==> src/rtl/apb_slave_regfile_if.sv <==
// apb_slave_regfile_if: APB bus between the requester bridge and the register-bank completer.
interface apb_slave_regfile_if #(
  parameter int WIDTH = 16
);
  logic             pselect;
  logic             penable;
  logic             pwrite;
  logic [WIDTH-1:0] paddr;
  logic [WIDTH-1:0] pwdata;
  logic             pready;
  logic [WIDTH-1:0] prdata;
  logic             pslverr;
  modport master(output pselect, penable, pwrite, paddr, pwdata, input pready, prdata, pslverr);
  modport slave(input pselect, penable, pwrite, paddr, pwdata, output pready, prdata, pslverr);
endinterface

==> src/rtl/apb_slave_regfile.sv <==
// apb_slave_regfile: APB completer with DEPTH word registers, programmable wait states and read-only ID at index 0.
// Optional APB_SLV_WAIT_REG_EN: register DEPTH-1 bits[3:0] supply the per-transfer wait count.
module apb_slave_regfile #(
  parameter int               WIDTH       = 16,
  parameter int               DEPTH       = 8,
  parameter int               WAIT_STATES = 1,
  parameter logic [WIDTH-1:0] ID_VALUE    = 16'hA5B0
) (
  input logic                pclk,
  input logic                preset_n,
  apb_slave_regfile_if.slave bus
);
  localparam int AW = $clog2(DEPTH);
  typedef enum logic [2:0] {IDLE = 3'b001, WAIT = 3'b010, DONE = 3'b100} state_t;
  state_t           state_q, state_d;
  logic [3:0]       cnt_q, cnt_d;
  logic [WIDTH-1:0] addr_q, addr_d;
  logic [WIDTH-1:0] wdata_q, wdata_d;
  logic [WIDTH-1:0] prdata_q, prdata_d;
  logic             write_q, write_d;
  logic             pready_q, pready_d;
  logic             pslverr_q, pslverr_d;
  logic [WIDTH-1:0] regs_q [DEPTH];
  logic [WIDTH-1:0] acc_addr;
  logic [AW-1:0]    acc_idx;
  logic             acc_write, acc_err, finish, commit;
  logic [3:0]       wait_load;
`ifdef APB_SLV_WAIT_REG_EN
  assign wait_load = regs_q[DEPTH-1][3:0];
`else
  assign wait_load = 4'(WAIT_STATES);
`endif
  // Zero-wait transfers finish on the setup edge, before the bus fields are latched.
  always_comb begin
    acc_addr  = state_q == IDLE ? bus.paddr : addr_q;
    acc_write = state_q == IDLE ? bus.pwrite : write_q;
    acc_idx   = acc_addr[AW-1:0];
    acc_err   = acc_addr >= WIDTH'(DEPTH) || (acc_write && acc_idx == '0);
    state_d   = state_q;
    cnt_d     = cnt_q;
    addr_d    = addr_q;
    wdata_d   = wdata_q;
    write_d   = write_q;
    pready_d  = 1'b0;
    prdata_d  = '0;
    pslverr_d = 1'b0;
    finish    = 1'b0;
    commit    = 1'b0;
    case (state_q)
      IDLE: if (bus.pselect && !bus.penable) begin
        addr_d  = bus.paddr;
        wdata_d = bus.pwdata;
        write_d = bus.pwrite;
        cnt_d   = wait_load;
        finish  = wait_load == 4'd0;
        state_d = finish ? DONE : WAIT;
      end
      WAIT: if (!bus.pselect) state_d = IDLE;
      else if (bus.penable) begin
        finish  = cnt_q == 4'd1;
        cnt_d   = cnt_q - 4'd1;
        state_d = finish ? DONE : WAIT;
      end
      DONE: begin
        commit  = bus.pselect && write_q && !pslverr_q;
        state_d = IDLE;
      end
      default: state_d = IDLE;
    endcase
    if (finish) begin
      pready_d  = 1'b1;
      pslverr_d = acc_err;
      prdata_d  = (acc_write || acc_err) ? '0 : acc_idx == '0 ? ID_VALUE : regs_q[acc_idx];
    end
  end
  always_ff @(posedge pclk or negedge preset_n)
    if (!preset_n) begin
      state_q   <= IDLE;
      cnt_q     <= '0;
      addr_q    <= '0;
      wdata_q   <= '0;
      write_q   <= 1'b0;
      pready_q  <= 1'b0;
      prdata_q  <= '0;
      pslverr_q <= 1'b0;
    end else begin
      state_q   <= state_d;
      cnt_q     <= cnt_d;
      addr_q    <= addr_d;
      wdata_q   <= wdata_d;
      write_q   <= write_d;
      pready_q  <= pready_d;
      prdata_q  <= prdata_d;
      pslverr_q <= pslverr_d;
    end
  always_ff @(posedge pclk or negedge preset_n)
    if (!preset_n) begin
      for (int i = 0; i < DEPTH; i++) regs_q[i] <= '0;
`ifdef APB_SLV_WAIT_REG_EN
      regs_q[DEPTH-1] <= WIDTH'(WAIT_STATES);
`endif
    end else if (commit) regs_q[addr_q[AW-1:0]] <= wdata_q;
  assign bus.pready  = pready_q;
  assign bus.prdata  = prdata_q;
  assign bus.pslverr = pslverr_q;
endmodule

==> src/flat_wrapper.sv <==
// flat-port wrapper written by rule: the top's interface ports become plain ports
module apb_slave_regfile_flat 
#(
  parameter int               WIDTH       = 16,
  parameter int               DEPTH       = 8,
  parameter int               WAIT_STATES = 1,
  parameter logic [WIDTH-1:0] ID_VALUE    = 16'hA5B0
)
  (pclk, preset_n, bus_pselect, bus_penable, bus_pwrite, bus_paddr, bus_pwdata, bus_pready, bus_prdata, bus_pslverr);
  apb_slave_regfile_if #(.WIDTH(WIDTH)) bus_i ();
  input logic pclk;
  input logic preset_n;
  input wire logic [$bits(bus_i.pselect)-1:0] bus_pselect;
  input wire logic [$bits(bus_i.penable)-1:0] bus_penable;
  input wire logic [$bits(bus_i.pwrite)-1:0] bus_pwrite;
  input wire logic [$bits(bus_i.paddr)-1:0] bus_paddr;
  input wire logic [$bits(bus_i.pwdata)-1:0] bus_pwdata;
  output wire logic [$bits(bus_i.pready)-1:0] bus_pready;
  output wire logic [$bits(bus_i.prdata)-1:0] bus_prdata;
  output wire logic [$bits(bus_i.pslverr)-1:0] bus_pslverr;
  assign bus_i.pselect = bus_pselect;
  assign bus_i.penable = bus_penable;
  assign bus_i.pwrite = bus_pwrite;
  assign bus_i.paddr = bus_paddr;
  assign bus_i.pwdata = bus_pwdata;
  assign bus_pready = bus_i.pready;
  assign bus_prdata = bus_i.prdata;
  assign bus_pslverr = bus_i.pslverr;
  apb_slave_regfile #(.WIDTH(WIDTH), .DEPTH(DEPTH), .WAIT_STATES(WAIT_STATES), .ID_VALUE(ID_VALUE)) u_core (.pclk(pclk), .preset_n(preset_n), .bus(bus_i));
endmodule
==> config.mk <==
export PLATFORM = sky130hd
export DESIGN_NAME = apb_slave_regfile_flat
export DESIGN_NICKNAME = d
export VERILOG_FILES = /design/src/rtl/apb_slave_regfile_if.sv /design/src/rtl/apb_slave_regfile.sv /design/src/flat_wrapper.sv
export SDC_FILE = /design/constraint.sdc
export NUM_CORES = 1
export LEC_CHECK = 0
export BUFFER_PORTS_ARGS = -buffer_cell sky130_fd_sc_hd__buf_4
export CAP_MARGIN = 30
export CORE_MARGIN = 2
export CORE_UTILIZATION = 35
export CTS_BUF_LIST = sky130_fd_sc_hd__clkbuf_4 sky130_fd_sc_hd__clkbuf_8
export DETAILED_ROUTE_END_ITERATION = 7
export PLACE_DENSITY = 0.48
export SYNTH_ARGS = -nofsm -noshare
export SYNTH_HDL_FRONTEND = slang
export SYNTH_SLANG_ARGS = --single-unit
==> constraint.sdc <==
create_clock -name pclk -period 7.2 [get_ports pclk]
set_input_delay 0.36 -clock pclk [delete_from_list [all_inputs] [get_ports pclk]]
set_output_delay 0.36 -clock pclk [all_outputs]
set_load 0.02 [all_outputs]
==> results.md <==
* Status: finished clean
* Core area at 0.02278 mm²
* Iteration-0 DRC Markers at approximately 210
* Gp weighted congestion at 0.7885
* Dpl ws at 4052 ps
* Most frequent cells in the layout: 184 x dfrtp_1, 162 x mux2_2, 108 x nand2_1
* Final #Nets at 739
* Fin crit share at between 40% and 50%
* CP max-delay cell: nor3b_2
* Clock transition at path regs at 110 ps
* DP Wirelength at 12,390 µm
* Max IR drop VDD at 0.1141 mV
* Critical-path maximum fanout at 21
* Largest net degree at the start of global routing at 70
* Crit path buf inv count at 1
* Final WL at 19,600 µm
* Most common cell after layout, fill and taps aside: dfrtp_1
* Number of vias per cell at 5.015
* Max cap viols at 0
* DRT Pass-1 Iters at 4
* TritonCTS Buffers at 17
* Post-synth ARST share at 100.0%
* Vias post-DR at 5,145
* PD cells at around 220 mW/mm²
* Most used flip-flop cell after synthesis: dfrtp_1
* Die H at between 150 and 200 µm
* Sequential area share after synthesis at 56.76%
* Initial Util at 35.82%
* Total clock sinks at about 190
* Synth warn at 0
* Distinct cells, synth at 43
* Worst Max-Slew Pin Slew at 916.9 ps
* Share of layout cells above drive strength 1 at approximately two fifths
* Placement Rows at 55
* GR Overflow Total at 0
* Die footprint at 0.02455 mm²
* Final Max Slew Viols at 0
* Fillers at ~2,200
* Class of the worst hold path: input port to register
* Root Buffer: clkbuf_8
* H-tree lvl count at 4
* Final instance area at 0.009360 mm²
* Critical Path Max Stage Delay at about 730 ps
* CTS tree: yes
* RSZ-0062 raised after global routing: false
* Synth Instances at 642
* CP cell instances: nor3b_2, mux2i_2, buf_4, nand2_1, o221a_1, o31a_1
* ANT cells at 0
* Setup TNS at 0 ps
* Die Width at 156.7 µm
* Worst-skew pair later-pin latency at ~470 ps
* Placed Area at roughly 0.009 mm²
* # port buffers at 54
* Post-synthesis net count at slightly below 700
* Leakage at 0.004782 µW
* Clock skew at 17.27 ps
* Syn avg cell area at 12.71 µm²
* Worst setup margin at 4017 ps
* CTS Buffer Depth at 2
* # DRC at 0
* First-pass GRT wire length at 31,330 µm
* CP Class: register to register
* GRT Total Usage at 17.01%
* IO Pins at 55
* Startpoint types: register
* Critical Path AT at 3530 ps
* Family with the most delay on the worst path: simple AND/OR/NAND/NOR gates
* Final min period at between 3000 and 4000 ps
* Final ANT Viol Nets at 0
* Fmax at between 0.3 and 0.4 GHz
* Cell area after synthesis at 0.008159 mm²
* Area delta synth->final at 14.72%
* Vias in the first global route at 5,455
* Data required time of the critical path at between 7000 and 8000 ps
* Wirelength per Cell at 19.11 µm
* Slew headroom at 38.60%
* Post-synth EDFFs at 0
* Crit end category: register
* Hold Worst Slack at 82.21 ps
* Antenna violations before repair at 0
* PostCTS Resize Cnt at 0
* Synth Register Bits at between 150 and 200
* Final setup violation count at 0
* Fin. Hold Viols at 0
[path summary, 6_finish.rpt]
kind | startpoint | to | slack, ps | depth (start not counted)
setup / recovery | u_core.state_q[0] | u_core.bus.prdata[13] | 4020 | 6
hold / removal | bus_pwdata[4] | u_core.wdata_q[4] | 80 | 3
setup reg to reg | u_core.state_q[0] | u_core.bus.prdata[13] | 4020 | 6
hold reg to reg | u_core.addr_q[4] | u_core.addr_q[4] | 490 | 2
max in group asynchronous | preset_n | u_core.addr_q[5] | 5380 | 3
min in group asynchronous | preset_n | u_core.addr_q[13] | 450 | 2
[metal layers]
layer	wire [µm]	vias to the layer above	part of all wire, %	global-route usage (%)
li1	-	2384	-	-
met1	9269	2680	47	22.99
met2	9589	71	49	28.36
met3	571	10	2.9	3.240
met4	174	0	0.89	4.019
met5	0	-	0	0
[tightest hold or removal path: cells and delay by family]
kind                   cells  cell delay (ps)
buffers and inverters      1               80
AND/OR/NAND/NOR            2               90
[state kept, by name, indices dropped and copies added (netlist names)]
name	cells
u_core.addr_q	16
u_core.bus.prdata	16
u_core.bus.pready	1
u_core.bus.pslverr	1
u_core.cnt_q	4
u_core.regs_q	127
u_core.state_q	3
u_core.wdata_q	16
u_core.write_q	1
[area by class of cell]
cell class | count | area, µm² | share of cell area [%]
sequential | 185 | 4631 | 49.47
timing repair buffer | 70 | 579.3 | 6.189
clock inverter | 13 | 110.1 | 1.176
clock buffer | 19 | 261.5 | 2.794
multi-input combinational | 424 | 3379 | 36.10
tap | 313 | 391.6 | 4.184
inverter | 2 | 7.507 | 0.08020
[through the flow]
stage          std cells  total power, µW  util (%)
2_1_floorplan        642             1288         -
3_3_place_gp         989             1387     39.08
3_5_place_dp         993             1396     39.42
4_1_cts             1026             2063     41.09
5_1_grt             1026             2144     41.09
6_report            1026             2033     41.09
[synth_stat cells (4+ instances only)]
master	instances	share of area, %
mux2_2	162	22
buf_2	9	0.55
a21oi_1	7	0.43
nand2_1	108	5.0
mux2i_1	30	3.7
nand3b_1	4	0.37
nor2_1	18	0.83
nor3_1	17	1.0
clkbuf_1	15	0.69
o211a_1	6	0.74
nor3b_2	4	0.61
dfrtp_1	184	56
nor4_1	6	0.46
o22ai_1	24	1.8
[power breakdown]
| part | internal, µW | total [µW] | switching (µW) |
|---|---|---|---|
| registers | 1080 | 1150 | 69.8 |
| clock network | 267 | 660 | 393 |
| logic | 86.8 | 225 | 139 |
| total | 1430 | 2030 | 602 |
[kinds of logic after synthesis]
| logic type | count (synthesis) | share of synthesized area [%] |
|---|---|---|
| mux | 196 | 26.82 |
| compound gates | 46 | 3.803 |
| flops | 185 | 56.76 |
| xor+xnor | 2 | 0.2147 |
| buf+inv | 33 | 2.024 |
| fa+ha+maj | 2 | 0.3067 |
| simple gates | 178 | 10.08 |
[what timing repair did]
item / CTS / global route
hold buffers: 1 / 0
hold endpoints to repair: 65 / 0
buffers inserted: 0 / 0
Power figures use the tool's default switching activity.
